## src/rtl/speed_loop_mux_if.sv

```systemverilog
// rtl/speed_loop_mux_if.sv - control and data bundle between speed_loop_mux and its host
interface speed_loop_mux_if #(
    parameter int NCH     = 2,
    parameter int QEI_RES = 16,
    parameter int PWM_RES = 10
);
    logic                   en;
    logic                   clr_int;
    logic [NCH*QEI_RES-1:0] qei_in;
    logic [NCH*16-1:0]      setpoint;
    logic [7:0]             kp;
    logic [7:0]             ki;
    logic [NCH*PWM_RES-1:0] duty;
    logic [NCH-1:0]         dir;
    logic                   busy;
    logic                   done;
    logic                   overrun;

    modport master (output en, clr_int, qei_in, setpoint, kp, ki,
                    input  duty, dir, busy, done, overrun);
    modport slave  (input  en, clr_int, qei_in, setpoint, kp, ki,
                    output duty, dir, busy, done, overrun);
endinterface

```

## src/rtl/speed_loop_mux.sv

```systemverilog
// rtl/speed_loop_mux.sv - time-multiplexed PI wheel speed loop, qei deltas in, pwm duty/dir out
module speed_loop_mux #(
    parameter int NCH     = 2,
    parameter int QEI_RES = 16,
    parameter int PWM_RES = 10,
    parameter int PERIOD  = 48000,
    parameter int SHIFT   = 6,
    parameter int ISAT    = 32767
) (
    input  logic            clk,
    input  logic            rst,
    speed_loop_mux_if.slave bus
);
    localparam int CW  = (NCH > 1) ? $clog2(NCH) : 1;
    localparam int PCW = (PERIOD > 1) ? $clog2(PERIOD) : 1;
    localparam int EW  = ((QEI_RES > 16) ? QEI_RES : 16) + 2;
    localparam int IW  = 32;
    localparam int BW  = (EW > IW) ? EW : IW;
    localparam int AW  = BW + 10;

    localparam logic signed [BW:0]      ISAT_P = (BW+1)'(ISAT);
    localparam logic signed [BW:0]      ISAT_N = -ISAT_P;
    localparam logic [PWM_RES-1:0]      DMAX   = '1;

    typedef enum logic [2:0] {S_IDLE, S_LATCH, S_ERR, S_MULP, S_MULI, S_WRITE} state_t;

    state_t                     state_q, state_d;
    logic [CW-1:0]              ch_q, ch_d;
    logic [PCW-1:0]             cnt_q, cnt_d;
    logic [QEI_RES-1:0]         delta_q, delta_d;
    logic signed [EW-1:0]       e_q, e_d;
    logic signed [AW-1:0]       p_q, p_d;
    logic signed [AW-1:0]       acc_q, acc_d;
    logic [QEI_RES-1:0]         prev_q [NCH];
    logic [QEI_RES-1:0]         prev_d [NCH];
    logic signed [IW-1:0]       integ_q [NCH];
    logic signed [IW-1:0]       integ_d [NCH];
    logic [PWM_RES-1:0]         duty_q [NCH];
    logic [PWM_RES-1:0]         duty_d [NCH];
    logic [NCH-1:0]             dir_q, dir_d;
    logic                       busy_q, busy_d;
    logic                       done_q, done_d;
    logic                       overrun_q, overrun_d;
    logic                       primed_q, primed_d;

    logic                       tick;
    logic [QEI_RES-1:0]         qei_now;
    logic signed [15:0]         sp_now;
    logic signed [BW:0]         integ_sum;
    logic signed [IW-1:0]       integ_new;
    logic [7:0]                 mul_a;
    logic signed [BW-1:0]       mul_b;
    logic signed [AW-1:0]       mul_p;
    logic signed [AW-1:0]       u_w;
    logic [AW-1:0]              mag;
    logic [PWM_RES-1:0]         duty_new;
    logic [NCH*PWM_RES-1:0]     duty_flat;

    // Shared datapath: one multiplier serves kp*e in MULP and ki*I in MULI.
    always_comb begin
        tick      = bus.en && (cnt_q == PCW'(PERIOD - 1));
        qei_now   = bus.qei_in[32'(ch_q)*QEI_RES +: QEI_RES];
        sp_now    = bus.setpoint[32'(ch_q)*16 +: 16];
        integ_sum = (BW+1)'(integ_q[ch_q]) + (BW+1)'(e_q);
        if (integ_sum > ISAT_P)
            integ_new = IW'(ISAT_P);
        else if (integ_sum < ISAT_N)
            integ_new = IW'(ISAT_N);
        else
            integ_new = IW'(integ_sum);
        mul_a    = (state_q == S_MULI) ? bus.ki : bus.kp;
        mul_b    = (state_q == S_MULI) ? BW'(integ_new) : BW'(e_q);
        mul_p    = AW'($signed({1'b0, mul_a})) * AW'(mul_b);
        u_w      = acc_q >>> SHIFT;
        mag      = u_w[AW-1] ? AW'(-u_w) : AW'(u_w);
        duty_new = (mag > AW'(DMAX)) ? DMAX : mag[PWM_RES-1:0];
    end

    always_comb begin
        state_d   = state_q;
        ch_d      = ch_q;
        cnt_d     = tick ? '0 : cnt_q + 1'b1;
        delta_d   = delta_q;
        e_d       = e_q;
        p_d       = p_q;
        acc_d     = acc_q;
        prev_d    = prev_q;
        integ_d   = integ_q;
        duty_d    = duty_q;
        dir_d     = dir_q;
        busy_d    = busy_q;
        done_d    = 1'b0;
        overrun_d = overrun_q || (tick && (state_q != S_IDLE));
        primed_d  = primed_q;

        case (state_q)
            S_IDLE: begin
                if (tick) begin
                    state_d = S_LATCH;
                    ch_d    = '0;
                    busy_d  = 1'b1;
                end
            end
            S_LATCH: begin
                delta_d      = qei_now - prev_q[ch_q];
                prev_d[ch_q] = qei_now;
                state_d      = S_ERR;
            end
            S_ERR: begin
                e_d     = EW'(sp_now) - EW'($signed(delta_q));
                state_d = S_MULP;
            end
            S_MULP: begin
                p_d     = mul_p;
                state_d = S_MULI;
            end
            S_MULI: begin
                if (primed_q)
                    integ_d[ch_q] = integ_new;
                acc_d   = p_q + mul_p;
                state_d = S_WRITE;
            end
            S_WRITE: begin
                if (primed_q) begin
                    duty_d[ch_q] = duty_new;
                    dir_d[ch_q]  = u_w[AW-1];
                end
                if (ch_q == CW'(NCH - 1)) begin
                    state_d  = S_IDLE;
                    busy_d   = 1'b0;
                    done_d   = 1'b1;
                    primed_d = 1'b1;
                end else begin
                    ch_d    = ch_q + 1'b1;
                    state_d = S_LATCH;
                end
            end
            default: state_d = S_IDLE;
        endcase

        if (bus.clr_int) begin
            for (int k = 0; k < NCH; k++)
                integ_d[k] = '0;
        end

        // Disabling the loop abandons any sweep and forces the next one to re-prime.
        if (!bus.en) begin
            cnt_d    = '0;
            state_d  = S_IDLE;
            busy_d   = 1'b0;
            done_d   = 1'b0;
            primed_d = 1'b0;
            dir_d    = '0;
            for (int k = 0; k < NCH; k++) begin
                duty_d[k]  = '0;
                integ_d[k] = '0;
            end
        end
    end

    always_ff @(posedge clk) begin
        if (rst) begin
            state_q   <= S_IDLE;
            ch_q      <= '0;
            cnt_q     <= '0;
            delta_q   <= '0;
            e_q       <= '0;
            p_q       <= '0;
            acc_q     <= '0;
            prev_q    <= '{default: '0};
            integ_q   <= '{default: '0};
            duty_q    <= '{default: '0};
            dir_q     <= '0;
            busy_q    <= 1'b0;
            done_q    <= 1'b0;
            overrun_q <= 1'b0;
            primed_q  <= 1'b0;
        end else begin
            state_q   <= state_d;
            ch_q      <= ch_d;
            cnt_q     <= cnt_d;
            delta_q   <= delta_d;
            e_q       <= e_d;
            p_q       <= p_d;
            acc_q     <= acc_d;
            prev_q    <= prev_d;
            integ_q   <= integ_d;
            duty_q    <= duty_d;
            dir_q     <= dir_d;
            busy_q    <= busy_d;
            done_q    <= done_d;
            overrun_q <= overrun_d;
            primed_q  <= primed_d;
        end
    end

    always_comb begin
        duty_flat = '0;
        for (int k = 0; k < NCH; k++)
            duty_flat[k*PWM_RES +: PWM_RES] = duty_q[k];
    end

    assign bus.duty    = duty_flat;
    assign bus.dir     = dir_q;
    assign bus.busy    = busy_q;
    assign bus.done    = done_q;
    assign bus.overrun = overrun_q;
endmodule
```

## src/flat_wrapper.sv

```systemverilog
// flat-port wrapper written by rule: the top's interface ports become plain ports
module speed_loop_mux_flat 
#(
    parameter int NCH     = 2,
    parameter int QEI_RES = 16,
    parameter int PWM_RES = 10,
    parameter int PERIOD  = 48000,
    parameter int SHIFT   = 6,
    parameter int ISAT    = 32767
)
  (clk, rst, bus_en, bus_clr_int, bus_qei_in, bus_setpoint, bus_kp, bus_ki, bus_duty, bus_dir, bus_busy, bus_done, bus_overrun);
  speed_loop_mux_if #(.NCH(NCH), .QEI_RES(QEI_RES), .PWM_RES(PWM_RES)) bus_i ();
  input  logic clk;
  input  logic rst;
  input wire logic [$bits(bus_i.en)-1:0] bus_en;
  input wire logic [$bits(bus_i.clr_int)-1:0] bus_clr_int;
  input wire logic [$bits(bus_i.qei_in)-1:0] bus_qei_in;
  input wire logic [$bits(bus_i.setpoint)-1:0] bus_setpoint;
  input wire logic [$bits(bus_i.kp)-1:0] bus_kp;
  input wire logic [$bits(bus_i.ki)-1:0] bus_ki;
  output wire logic [$bits(bus_i.duty)-1:0] bus_duty;
  output wire logic [$bits(bus_i.dir)-1:0] bus_dir;
  output wire logic [$bits(bus_i.busy)-1:0] bus_busy;
  output wire logic [$bits(bus_i.done)-1:0] bus_done;
  output wire logic [$bits(bus_i.overrun)-1:0] bus_overrun;
  assign bus_i.en = bus_en;
  assign bus_i.clr_int = bus_clr_int;
  assign bus_i.qei_in = bus_qei_in;
  assign bus_i.setpoint = bus_setpoint;
  assign bus_i.kp = bus_kp;
  assign bus_i.ki = bus_ki;
  assign bus_duty = bus_i.duty;
  assign bus_dir = bus_i.dir;
  assign bus_busy = bus_i.busy;
  assign bus_done = bus_i.done;
  assign bus_overrun = bus_i.overrun;
  speed_loop_mux #(.NCH(NCH), .QEI_RES(QEI_RES), .PWM_RES(PWM_RES), .PERIOD(PERIOD), .SHIFT(SHIFT), .ISAT(ISAT)) u_core (.clk(clk), .rst(rst), .bus(bus_i));
endmodule
```

## config.mk

```make
export PLATFORM = sky130hd
export DESIGN_NAME = speed_loop_mux_flat
export DESIGN_NICKNAME = d
export VERILOG_FILES = /design/src/rtl/speed_loop_mux_if.sv /design/src/rtl/speed_loop_mux.sv /design/src/flat_wrapper.sv
export SDC_FILE = /design/constraint.sdc
export NUM_CORES = 1
export LEC_CHECK = 0
export CAP_MARGIN = 10
export CORE_MARGIN = 1
export CORE_UTILIZATION = 45
export DETAILED_ROUTE_END_ITERATION = 8
export GPL_TIMING_DRIVEN = 0
export PLACE_DENSITY_LB_ADDON = 0.15
export SETUP_SLACK_MARGIN = 0.5
export SLEW_MARGIN = 40
export SYNTH_ARGS = -nofsm -noshare
export SYNTH_HDL_FRONTEND = slang
export SYNTH_SLANG_ARGS = --single-unit
```

## constraint.sdc

```tcl
create_clock -name clk -period 23.8 [get_ports clk]
set_input_delay 4.76 -clock clk [delete_from_list [all_inputs] [get_ports clk]]
set_output_delay 4.76 -clock clk [all_outputs]
set_load 0.05 [all_outputs]
```

=== After elaboration in Yosys (flattened, before gate mapping) ===
Index checks and enable logic that the tools add are counted.
W data, S select, Z words.

* Register bits after elaboration: 259
* Input bits: 84
* Output and inout bits: 25
* Logic and storage cells: 97

* $add $sub $neg: 7
* Multiply operators: 1
* $lt $le $gt $ge: 7
* Equality and inequality tests: 8
* Shifts and indexed selects: 2
* Muxes and demuxes: 34
* Bitwise gates (word level): 3
* Reduce and logical (&&, ||, !) cells: 17

{| class="wikitable"
|+ Operators by type and width
! operator !! number
|-
| $mux W32 || 7
|-
| $bwmux W64 || 1
|-
| $mux W16 || 4
|-
| $shiftx A32 B6 Y16 || 2
|-
| $add A42 B42 Y42 || 1
|-
| $gt A42 B10 Y1 const B || 1
|-
| $mux W42 || 1
|-
| $neg A36 Y42 || 1
|-
| $mul A9 B32 Y41 || 1
|-
| $add A32 B17 Y33 || 1
|-
| $gt A33 B16 Y1 const B || 1
|-
| $lt A33 B16 Y1 const B || 1
|-
| $bwmux W32 || 1
|-
| $demux W32 S1 || 1
|-
| $bwmux W20 || 1
|-
| $mux W10 || 2
|-
| $pmux W3 S6 || 1
|-
| $sub A16 B16 Y17 || 1
|-
| $add A16 B1 Y16 const B || 1
|-
| $demux W16 S1 || 1
|-
| $eq A16 B16 Y1 const B || 1
|-
| $sub A16 B16 Y16 || 1
|-
| $demux W10 S1 || 1
|-
| $reduce_or A3 Y1 || 3
|-
| 25 further kinds || 42
|}

=== Depth between registers and ports, before layout ===
Gate-level depths: netlist of run 1.

* Depth in word-level cells: 11
* Depth in mapped cells: 58
* Gate-level depth less buffers: 55

=== Worst setup path after synthesis of run 1 ===
Ideal clock, no wire load.

* Path kind: input port to flip-flop
* From: input port bus_kp[0]
* To: register u_core.acc_q[34]
* Library setup time: 0.115 ns
* Data arrival time: 11.924 ns
* Required time: 23.685 ns
* Setup slack: 11.760 ns
* Cell stages on the path: 40
* Path buffers: 2
* Cell sequence: nand2_1 nand2_1 clkbuf_1 clkbuf_1 nand2_1 fa_1 inv_1 fa_1 inv_1 fa_1 fa_1 inv_1 ha_1 o21ai_0 a21boi_0 o21ai_0 a21boi_0 o2111a_1 [4 not listed] o21bai_1 a21oi_1 xnor2_1 ha_1 a21oi_1 o21bai_1 a21oi_1 o21ai_0 a21oi_1 nor2b_1 o21ai_0 nand2b_1 a21oi_1 o21ai_0 a21oi_1 a21boi_1 or3_1 a31o_1

* Word-level cells in the longest chain between the ends: 3

{| class="wikitable"
|+ Ends and longest elaborated chain
! element !! RTL line !! text
|-
| start, declared || flat_wrapper.sv:19 || <nowiki>input wire logic [$bits(bus_i.kp)-1:0] bus_kp;</nowiki>
|-
| $mux W8 || speed_loop_mux.sv:71 || <nowiki>mul_a = (state_q == S_MULI) ? bus.ki : bus.kp;</nowiki>
|-
| $mul A9 B32 Y41 || speed_loop_mux.sv:73 || <nowiki>mul_p = AW'($signed({1'b0, mul_a})) * AW'(mul_b);</nowiki>
|-
| net u_core.mul_p[24] || speed_loop_mux.sv:53 || <nowiki>logic signed [AW-1:0] mul_p;</nowiki>
|-
| $add A42 B42 Y42 || speed_loop_mux.sv:120 || <nowiki>acc_d = p_q + mul_p;</nowiki>
|-
| end signal, assigned || speed_loop_mux.sv:169 || <nowiki>acc_q <= '0;</nowiki>
|-
| end signal, assigned || speed_loop_mux.sv:185 || <nowiki>acc_q <= acc_d;</nowiki>
|-
| end, declared || speed_loop_mux.sv:33 || <nowiki>logic signed [AW-1:0] acc_q, acc_d;</nowiki>
|}

The timed path passes the listed nets, and every way through them passes these cells.
A chain may end at the register's enable or synchronous reset.

=== Worst setup path in the final report of run 1 ===
* From: register u_core.ch_q
* To: register u_core.acc_q[40]

* Word-level cells in the longest chain between the ends: 11
* Elaborated cells between the ends (all ways): 12
* Classes of those cells: 2 x add/sub; 1 x mul; 2 x order compare; 6 x mux; 1 x bitwise

{| class="wikitable"
|+ Ends and longest elaborated chain
! element !! RTL line !! text
|-
| start, declared || speed_loop_mux.sv:28 || <nowiki>logic [CW-1:0] ch_q, ch_d;</nowiki>
|-
| start signal, assigned || speed_loop_mux.sv:180 || <nowiki>ch_q <= ch_d;</nowiki>
|-
| $not A1 Y2 (not written as such) * || speed_loop_mux.sv:64 || <nowiki>integ_sum = (BW+1)'(integ_q[ch_q]) + (BW+1)'(e_q);</nowiki>
|-
| $mux W32 (not written as such) * (3 in a row) || speed_loop_mux.sv:64 ||
|-
| $add A32 B17 Y33 * || speed_loop_mux.sv:64 ||
|-
| $lt A33 B16 Y1 || speed_loop_mux.sv:67 || <nowiki>else if (integ_sum < ISAT_N)</nowiki>
|-
| $mux W32 || speed_loop_mux.sv:67 ||
|-
| $mux W32 * || speed_loop_mux.sv:65 || <nowiki>if (integ_sum > ISAT_P)</nowiki>
|-
| $mux W32 * || speed_loop_mux.sv:72 || <nowiki>mul_b = (state_q == S_MULI) ? BW'(integ_new) : BW'(e_q);</nowiki>
|-
| $mul A9 B32 Y41 * || speed_loop_mux.sv:73 ||
|-
| net u_core.mul_p[37] || speed_loop_mux.sv:53 ||
|-
| $add A42 B42 Y42 * || speed_loop_mux.sv:120 ||
|}

The timed path passes the listed nets; every way through them passes the cells marked *. The select of a mux whose other input is x is not followed.

==> summary.md, run 1 <==
| Metric | Value |
|---|---|
| Post-synthesis sequential area ratio | `0.203` |
| Period Utilization, post-route | `0.637` |
| Most used cell, CP | `a21oi_1` |
| Syn avg cell area | `7.86 sq um` |
| Total global routing track utilization | `0.260` |
| Xor-xnor portion of the synthesized cell area | `0.0360` |
| Netlist cell types | `91` |
| RR Startpoint | `u_core.ch_q` |
| Max FO, Critical Path | `10` |
| Slowest stage delay, CP | `0.71 ns` |
| Fmax | `0.0660 GHz` |
| DR iter-0 viols | `1,583` |
| Worst Setup SP | `u_core.ch_q` |
| Placer's final routability congestion estimate | `0.927` |
| FFs w/ async S/R, synth | `0` |
| Dpl hpwl | `59,600 microns` |
| Slowest CP cell | `or4_1` |
| Seq cells post-synth | `252` |
| Max clock buf depth | `3` |
| Post-Place Worst Slack | `8.86 ns` |
| Tot Pwr | `975 uW` |
| CTS buffer count | `31` |
| Core Util, Final | `0.515` |
| Clk sinks | `252` |
| Worst-skew pair later-pin latency | `0.61 ns` |
| CP endpoint kind | `register` |
| Simple logic cell fraction of the synthesized area | `0.197` |
| Top_reg_cell synth | `dfxtp_1` |
| Final min period | `15.16 ns` |
| Die Y | `237 microns` |
| Die ar. | `56,100 sq um` |
| Final hold vios | `0` |
| Area leader, netlist | `dfxtp_1` |
| Layout filler cell count | `5,263` |
| Arr. time, crit path | `15.62 ns` |
| Setup Fix Bufs, Post-CTS | `0` |
| Status | `completed` |
| Worst-path clk slew | `0.06 ns` |
| DRT antenna net count | `0` |
| Row cnt | `85` |
| Grt ovf | `0` |
| PD cells | `35.0 nW/um^2` |
| Synth warnings | `0` |
| Slew Viols, Final | `0` |
| Unrepaired setup endpoints after global routing | `false` |
| Largest net degree at the start of global routing | `20` |
| Worst-Margin Slew | `0.913 ns` |
| Vias post-DR | `22,496` |
| Main combinational cell family by area after synthesis | `adder cells` |
| Initial antenna violation count | `1` |
| Crit path required time | `24.26 ns` |
| Initial core utilization | `0.458` |
| Core Area | `54,100 sq um` |
| H-Tree Depth | `1` |
| Peak supply drop | `0.0466 mV` |
| Max-cap violations | `0` |
| Synth top area share | `0.203` |
| IO buf count | `108` |
| Hold crit path type | `reg2reg` |
| Most frequent cells in the layout | `394 x nand2_1, 388 x inv_1, 322 x nor2_1` |
| Final worst setup slack | `8.64 ns` |
| Synth top area cells | `dfxtp_1 20%, fa_1 16%, ha_1 9.4%` |
| Leakage | `0.0126 uW` |
| Synthesized cell area | `24,800 sq um` |
| Setup violators final | `0` |
| Relative slew slack | `0.382` |
| Post-synth EDFFs | `0` |
| WL final | `72,800 microns` |
| CTS tree | `done` |
| Synth-to-Final Area Change | `12.4%` |
| Mux share of post-synthesis cell area | `0.0401` |
| Crit path kind | `reg2reg` |
| Setup_tns | `0 ns` |
| Post-CTS Hold Buffers | `0` |
| Fraction of the mapped netlist area in adder cells | `0.256` |
| Synth Area in Compound Gates | `0.184` |
| Post_cts resized | `0` |
| DRC viols | `0` |
| Mapped Nets | `3,630` |
| DR pass1 iterations | `5` |
| IO Pins | `109` |
| Vias in the first global route | `22,114` |
| Mapped Cells | `3,158` |
| First-pass GRT wire length | `117,000 microns` |
| Commonest non-fill, non-tap cell in the layout | `nand2_1` |
| # nets final | `3,771` |
| Root buf cell | `clkbuf_16` |
| Critical Path Source Type | `register` |
| Via density | `5.60` |
| Share of layout cells above drive strength 1 | `0.0515` |
| Clock skew | `0.0268 ns` |
| Die width | `237 microns` |
| Min-Delay Startpoint | `u_core.delta_q[14]` |
| WL/cell | `18.1 microns` |
-- Yosys cell counts (59+ instances only) --
| library cell | number |
|---|---|
| clkbuf_1 | 128 |
| fa_1 | 201 |
| a21oi_1 | 261 |
| o21ai_0 | 106 |
| a211oi_1 | 74 |
| o21a_1 | 59 |
| inv_1 | 388 |
| nor2_1 | 322 |
| ha_1 | 187 |
| mux2_2 | 59 |
| nand2_1 | 394 |
| nand3_1 | 69 |
| dfxtp_1 | 252 |
-- area by class of cell --
cell class | count | area [sq um] | area share
well taps | 696 | 871 | 0.0312
diodes | 1 | 2.50 | 0.0000897
clock buffers | 51 | 981 | 0.0352
flip-flops and latches | 252 | 5050 | 0.181
inverters | 388 | 1460 | 0.0522
plain buffers | 155 | 612 | 0.0219
multi-input cells | 2363 | 17700 | 0.636
repair buffers | 108 | 1080 | 0.0388
clock inverters | 6 | 103 | 0.00368
-- metrics by stage --
stage          cell area (sq um)  hold slack (ns)  instances
2_1_floorplan              24800            0.430       3158
3_5_place_dp               26800            0.446       3962
3_3_place_gp               26800            0.439       3962
6_report                   27900            0.452       4020
5_1_grt                    27900            0.473       4019
4_1_cts                    27900            0.454       4019
-- power by group --
group | internal [uW] | switching [uW] | leakage, uW | total [uW]
Combinational | 23.5 | 33.6 | 0.0101 | 57.1
Clock | 301 | 194 | 0.000534 | 496
Sequential | 422 | 0.158 | 0.00203 | 422
Total | 747 | 228 | 0.0126 | 975
-- per-layer routing --
layer	GRT usage	vias up	wire length (microns)
met5	0	-	0
met1	0.353	10939	33600
met3	0.0326	91	4030
met4	0.0752	0	1970
met2	0.432	571	33300
li1	-	10895	-
-- worst paths after layout --
kind | end | slack [ns] | cells past startpoint
max reg2reg | u_core.acc_q[40] | 8.64 | 49
min | u_core.delta_q[14] | 0.45 | 2
max | u_core.acc_q[40] | 8.64 | 49
min reg2reg | u_core.delta_q[14] | 0.45 | 2
-- registers in the layout (all words and copies together), names as in the netlist, 2 cells and up --
register / count
u_core.acc_q: 36
u_core.bus.dir: 2
u_core.bus.duty: 20
u_core.cnt_q: 16
u_core.delta_q: 16
u_core.e_q: 17
u_core.integ_q: 64
u_core.p_q: 41
u_core.prev_q: 32
u_core.state_q: 3
-- worst max-delay path, delay by kind of cell, from the launching register on --
kind / cells / cell delay, ns
AOI/OAI and AO/OA: 24 / 6.68
xor gates and xnor gates: 2 / 0.39
adders and majority gates: 8 / 3.07
buffers and inverters: 8 / 2.50
DFF: 1 / 0.33
muxes: 1 / 0.29
and+or+nand+nor: 6 / 1.70
-- kinds of logic (layout without fill, tap and decap cells) --
logic type                 after synthesis  count (layout)
AOI/OAI and AO/OA                      714             714
xor gates and xnor gates               102             102
adders and majority gates              388             388
buffers and inverters                  543             708
DFF                                    252             252
muxes                                   92              92
other                                    0               1
and+or+nand+nor                       1067            1067
(Power assumes the default switching activity.)
==> run 2: changes to the inputs <==
==> constraint.sdc (replaced) <==
create_clock -name clk -period 13.3 [get_ports clk]
set_input_delay 2.66 -clock clk [delete_from_list [all_inputs] [get_ports clk]]
set_output_delay 2.66 -clock clk [all_outputs]
set_load 0.05 [all_outputs]
==> run 2 against run 1 <==
Compared with the run above:
- via count increased by 0.17%
- non-clock buffer count increased by 8
- combinational power increased by 79%
- sequential power increased by 79%
- global-route usage increased by 0.15 points
==> summary.md, run 2 (synthesis gave the netlist of run 1 again) <==
| Metric | Value |
|---|---|
| Status | `completed` |
| Hold depth | `2 (unchanged)` |
| Slowest stage delay, CP | `0.60 ns (-0.11 ns)` |
| CP bufs+invs | `7 (-1)` |
| DR pass1 iterations | `6 (+1)` |
| Setup violators final | `0 (unchanged)` |
| Worst-path clk slew | `0.06 ns (about the same)` |
| DRC viols | `0 (unchanged)` |
| Hold crit path type | `reg2reg` |
| Worst-skew pair later-pin latency | `0.61 ns (about the same)` |
| R2R Path End | `u_core.acc_q[41]` |
| PD cells | `61.4 nW/um^2 (+76%)` |
| CP endpoint kind | `register` |
| Core Util, Final | `0.525 (+0.00925)` |
| Slew Viols, Final | `0 (unchanged)` |
| Die width | `237 microns (unchanged)` |
| WL/cell | `18.2 microns (+0.46%)` |
| Biggest regs | `u_core.integ_q x64, u_core.p_q x41, u_core.acc_q x36` |
| Initial antenna violation count | `1 (unchanged)` |
| H-Tree Depth | `1 (unchanged)` |
| Worst Setup SP | `u_core.ch_q` |
| Row cnt | `85 (unchanged)` |
| Largest net degree at the start of global routing | `20 (unchanged)` |
| Max clock buf depth | `3 (unchanged)` |
| Worst-Margin Slew | `0.913 ns (+0.000518 ns)` |
| Final worst setup slack | `1.11 ns (-7.54 ns)` |
| IO buf count | `108 (unchanged)` |
| Crit path required time | `13.81 ns (-10.45 ns)` |
| CP top delay family | `compound AO/OA/AOI/OAI gates` |
| Leakage | `0.0128 uW (+1.6%)` |
| Final hold vios | `0 (unchanged)` |
| Commonest non-fill, non-tap cell in the layout | `nand2_1` |
| Die ar. | `56,100 sq um (unchanged)` |
| Max-cap violations | `0 (unchanged)` |
| RR Startpoint | `u_core.ch_q` |
| Crit path kind | `reg2reg` |
| Unrepaired setup endpoints after global routing | `false` |
| Fmax | `0.0820 GHz (+24%)` |
| Vias in the first global route | `22,212 (+0.44%)` |
| IO Pins | `109 (unchanged)` |
| Critical Path Source Type | `register` |
| CTS tree | `done` |
| Clk sinks | `252 (unchanged)` |
| WHS | `0.452 ns (+0.000523 ns)` |
| CTS buffer count | `31 (unchanged)` |
| Final Instance Area | `28,400 sq um (+1.8%)` |
| Layout filler cell count | `5,230 (-0.63%)` |
| Most frequent cells in the layout | `394 x nand2_1, 388 x inv_1, 320 x nor2_1` |
| Synth-to-Final Area Change | `14.4%` |
| Dpl hpwl | `59,600 microns (unchanged)` |
| Vias post-DR | `22,535 (+0.17%)` |
| DRT antenna net count | `0 (unchanged)` |
| Slowest CP cell | `fa_1` |
| Die Y | `237 microns (unchanged)` |
| Max FO, Critical Path | `10 (unchanged)` |
| Via density | `5.60 (about the same)` |
| Peak supply drop | `0.0887 mV (+90%)` |
| Clock skew | `0.0273 ns (+0.000551 ns)` |
| Flop2flop setup slack | `1.11 ns (-7.54 ns)` |
| WL final | `73,300 microns (+0.64%)` |
| # nets final | `3,779 (+0.21%)` |
| Hold endpoint | `u_core.delta_q[14]` |
| Min-Delay Startpoint | `u_core.delta_q[14]` |
| Number of flip-flops in the largest register | `64 (unchanged)` |
| DR iter-0 viols | `1,482 (-6.4%)` |
| Final min period | `12.19 ns (-2.96 ns)` |
| Top reg by flops | `u_core.integ_q` |
| First-pass GRT wire length | `118,000 microns (+0.59%)` |
| Total global routing track utilization | `0.262 (+0.00149)` |
| Root buf cell | `clkbuf_16` |
| Core Area | `54,100 sq um (unchanged)` |
| Inserted Diodes | `0 (-1)` |
| Tot Pwr | `1740 uW (+79%)` |
| Placed cell areas | `26,800 sq um (unchanged)` |
| Reg2reg path depth | `48 (-2.0%)` |
| Placer's final routability congestion estimate | `0.927 (unchanged)` |
| Post-Place Worst Slack | `-1.64 ns (-10.50 ns)` |
| Grt ovf | `0 (unchanged)` |
| Arr. time, crit path | `12.70 ns (-2.92 ns)` |
| Initial core utilization | `0.458 (unchanged)` |
| Relative slew slack | `0.382 (about the same)` |
| Period Utilization, post-route | `0.917 (+0.280)` |
| Share of layout cells above drive strength 1 | `0.0751 (+0.0236)` |
==> run 2: changes by cell type in the layout (fill, tap and decap cells not counted), sizes merged <==
cell	change
buf	+11
clkbuf	-3
diode	-1
==> run 2: per-layer routing <==
metal  part of all wire  global-route usage
met5                  0                   0
met4              0.026              0.0730
met3              0.060              0.0351
met2               0.46               0.435
met1               0.46               0.354
==> run 2: stage by stage <==
| stage | TNS (ns) | instances |
|---|---|---|
| 6_report | 0 | 4027 |
| 5_1_grt | 0 | 4027 |
| 3_5_place_dp | -21.87 | 3962 |
| 4_1_cts | 0 | 4022 |
| 3_3_place_gp | -27.26 | 3962 |
| 2_1_floorplan | 0 | 3158 |
==> run 2: worst max-delay path by stage <==
stage | slack (ns) | depth (start not counted) | to
floorplan | 1.53 | 54 | u_core.acc_q[34]
global placement | -1.83 | 48 | u_core.acc_q[41]
detailed placement | -1.64 | 49 | u_core.acc_q[41]
CTS | 0.55 | 55 | u_core.acc_q[34]
global route | 0.49 | 54 | u_core.acc_q[36]
finish | 1.11 | 48 | u_core.acc_q[41]
==> run 2: final cells by class <==
class | instances | area [sq um] | area share
multi-input cells | 2363 | 18100 | 0.638
flip-flops and latches | 252 | 5050 | 0.178
inverters | 388 | 1460 | 0.0513
repair buffers | 116 | 1140 | 0.0402
clock buffers | 51 | 981 | 0.0345
well taps | 696 | 871 | 0.0307
plain buffers | 155 | 683 | 0.0241
clock inverters | 6 | 103 | 0.00361
==> run 2: timing repair <==
item                       CTS  global route
setup buffers                3             5
hold buffers                 0             0
gates resized for setup     49            81
setup endpoints to repair   38            19
pin swaps                    6            10
==> run 2: power by group <==
group	internal (uW)	leakage (uW)	switching (uW)
sequential	755	0.00203	0.283
combinational	42.1	0.0103	60.0
clock	540	0.000534	346
total	1340	0.0128	407
==> run 2: worst reg2reg max path, delay by kind of cell (launching register included) <==
family                     cells  cell delay, ns
AOI/OAI and AO/OA             24            5.47
muxes                          1            0.31
xor gates and xnor gates       2            0.47
and+or+nand+nor                7            1.76
DFF                            1            0.33
buffers and inverters          7            0.94
adders and majority gates      7            2.81
==> run 3: changes to the inputs <==
--- a/config.mk
+++ b/config.mk
@@ -6,9 +6,10 @@
 export NUM_CORES = 1
 export LEC_CHECK = 0
 export CAP_MARGIN = 10
-export CORE_MARGIN = 1
+export CORE_MARGIN = 2
 export CORE_UTILIZATION = 45
 export DETAILED_ROUTE_END_ITERATION = 8
+export GPL_ROUTABILITY_DRIVEN = 0
 export GPL_TIMING_DRIVEN = 0
 export PLACE_DENSITY_LB_ADDON = 0.15
 export SETUP_SLACK_MARGIN = 0.5
==> run 3 against run 2 <==
Compared with the run above:
- clock-buffer cell count decreased by 10
- clock power about the same
- power is essentially flat
- maximum frequency up 0.12%
- routed wire length shrank 1.6%
- hold slack about the same
- non-clock buffer count decreased by 2
- core utilization shrank 0.87 points
- design area fell by 0.51%
- final cell count is 0.15% higher
- die area rose by 1.7%
- first-iteration DRC count is 1.0% higher
- critical path type unchanged
- largest cell class unchanged
==> summary.md, run 3 (synthesis gave the netlist of run 1 again) <==
| Metric | Value |
|---|---|
| CP endpoint kind | `register` |
| Leakage | `0.0127 uW (-0.65%)` |
| Core Util, Final | `0.516 (-0.00875)` |
| DRT antenna net count | `0 (unchanged)` |
| Total global routing track utilization | `0.253 (-0.00886)` |
| DRC viols | `0 (unchanged)` |
| R2R Path End | `u_core.acc_q[40]` |
| Slowest stage delay, CP | `0.61 ns (about the same)` |
| Crit path required time | `13.74 ns (-0.07 ns)` |
| Initial core utilization | `0.453 (-0.00533)` |
| Root buf cell | `clkbuf_16` |
| Vias in the first global route | `22,293 (+0.36%)` |
| Synth-to-Final Area Change | `13.9%` |
| CTS buffer count | `31 (unchanged)` |
| Final worst setup slack | `1.12 ns (+0.0145 ns)` |
| Clock skew | `0.0288 ns (+0.00150 ns)` |
| First-pass GRT wire length | `116,000 microns (-1.5%)` |
| H-Tree Depth | `1 (unchanged)` |
| Number of flip-flops in the largest register | `64 (unchanged)` |
| Tot Pwr | `1740 uW (about the same)` |
| Largest net degree at the start of global routing | `20 (unchanged)` |
| Reg2reg path depth | `52 (+8.3%)` |
| Clk sinks | `252 (unchanged)` |
| Core Area | `54,800 sq um (+1.2%)` |
| Commonest non-fill, non-tap cell in the layout | `nand2_1` |
| Max clock buf depth | `3 (unchanged)` |
| Final min period | `12.18 ns (-0.0145 ns)` |
| IO Pins | `109 (unchanged)` |
| Biggest regs | `u_core.integ_q x64, u_core.p_q x41, u_core.acc_q x36` |
| Dpl hpwl | `58,400 microns (-2.0%)` |
| Post-Place Worst Slack | `-1.41 ns (+0.231 ns)` |
| Hold endpoint | `u_core.delta_q[5]` |
| Flop2flop setup slack | `1.12 ns (about the same)` |
| Period Utilization, post-route | `0.916 (-0.00109)` |
| Initial antenna violation count | `1 (unchanged)` |
| Hold crit path type | `reg2reg` |
| Unrepaired setup endpoints after global routing | `false` |
| Relative slew slack | `0.397 (+0.0157)` |
| DR iter-0 viols | `1,497 (+1.0%)` |
| RR Startpoint | `u_core.ch_q` |
| Row cnt | `86 (+1.2%)` |
| Grt ovf | `0 (unchanged)` |
| Post-CTS Hold Buffers | `0 (unchanged)` |
| CTS tree | `done` |
| Die ar. | `57,000 sq um (+1.7%)` |
| Critical Path Source Type | `register` |
| Hold depth | `2 (unchanged)` |
| Peak supply drop | `0.124 mV (+39%)` |
| # nets final | `3,777 (-0.053%)` |
| Setup violators final | `0 (unchanged)` |
| WHS | `0.452 ns (+0.000108 ns)` |
| Crit path kind | `reg2reg` |
| Vias post-DR | `22,637 (+0.45%)` |
| Fmax | `0.0821 GHz (+0.12%)` |
| Worst-skew pair later-pin latency | `0.60 ns (about the same)` |
| Post-Place Cells | `3,970 (+0.20%)` |
| Worst-path clk slew | `0.06 ns (about the same)` |
| Worst-Margin Slew | `0.904 ns (-0.00907 ns)` |
| Die width | `239 microns (+0.84%)` |
| Final hold vios | `0 (unchanged)` |
| Arr. time, crit path | `12.62 ns (-0.08 ns)` |
| Share of layout cells above drive strength 1 | `0.0706 (-0.00444)` |
| Slowest CP cell | `or4_4` |
| Most frequent cells in the layout | `394 x nand2_1, 388 x inv_1, 320 x nor2_1` |
| WL/cell | `17.9 microns (-1.8%)` |
| Die Y | `239 microns (+0.84%)` |
| PD cells | `61.8 nW/um^2 (+0.58%)` |
| Layout Cells excl Fill | `4,033 (+0.15%)` |
| IO buf count | `108 (unchanged)` |
| Top reg by flops | `u_core.integ_q` |
| Max FO, Critical Path | `10 (unchanged)` |
| DR pass1 iterations | `6 (unchanged)` |
| WL final | `72,100 microns (-1.6%)` |
| Slew Viols, Final | `0 (unchanged)` |
| Via density | `5.61 (+0.30%)` |
| Min-Delay Startpoint | `u_core.delta_q[5]` |
| Max-cap violations | `0 (unchanged)` |
| Status | `completed` |
==> run 3: cell type report <==
class                   instances  area (sq um)
clock buffers                  41           883
flip-flops and latches        252          5050
inverters                     388          1460
clock inverters                15           189
well taps                     704           881
repair buffers                114          1130
multi-input cells            2363         18000
fillers                      5277         26500
diodes                          1          2.50
plain buffers                 155           673
==> run 3: how the worst max path moves through the flow <==
stage | start | end | slack, ns | cells after the start
6_report | u_core.ch_q | u_core.acc_q[40] | 1.12 | 52
3_5_place_dp | u_core.ch_q | u_core.acc_q[40] | -1.41 | 49
5_1_grt | u_core.ch_q | u_core.acc_q[40] | 0.44 | 52
4_1_cts | u_core.ch_q | u_core.acc_q[34] | 0.52 | 55
3_3_place_gp | u_core.ch_q | u_core.acc_q[40] | -1.57 | 48
2_1_floorplan | u_core.ch_q | u_core.acc_q[34] | 1.53 | 54
==> run 3: report_power, final <==
part,switching [uW],internal (uW)
Combinational,58.6,42.0
Clock,348,541
Sequential,0.267,755
==> run 3: what timing repair did <==
item / in CTS / in global routing
resized for setup: 36 / 63
setup endpoints to repair: 33 / 20
buffers inserted: 1 / 5
endpoints found under the hold margin: 0 / 0
pin swaps: 3 / 8
==> run 3: critical path: cells and delay by family, from the launching register on <==
family	cells	cell delay (ns)
AND/OR/NAND/NOR	11	2.48
adder cells (fa/ha/maj)	8	2.99
multiplexers	1	0.18
XOR/XNOR	1	0.19
AO/OA/AOI/OAI	22	4.51
flip-flops	1	0.33
buffers and inverters	9	1.26
==> run 3: routing by layer <==
metal,routed length (microns),part of all wire,track usage
met1,32100,0.45,0.338
met2,33300,0.46,0.425
met3,4360,0.060,0.0313
met4,2340,0.032,0.0782
met5,0,0,0
==> run 3: through the flow <==
stage	setup TNS, ns	area [sq um]
floorplan	0	24800
global placement	-21.82	26800
detailed placement	-17.01	26800
CTS	0	28000
global route	0	28200
finish	0	28200
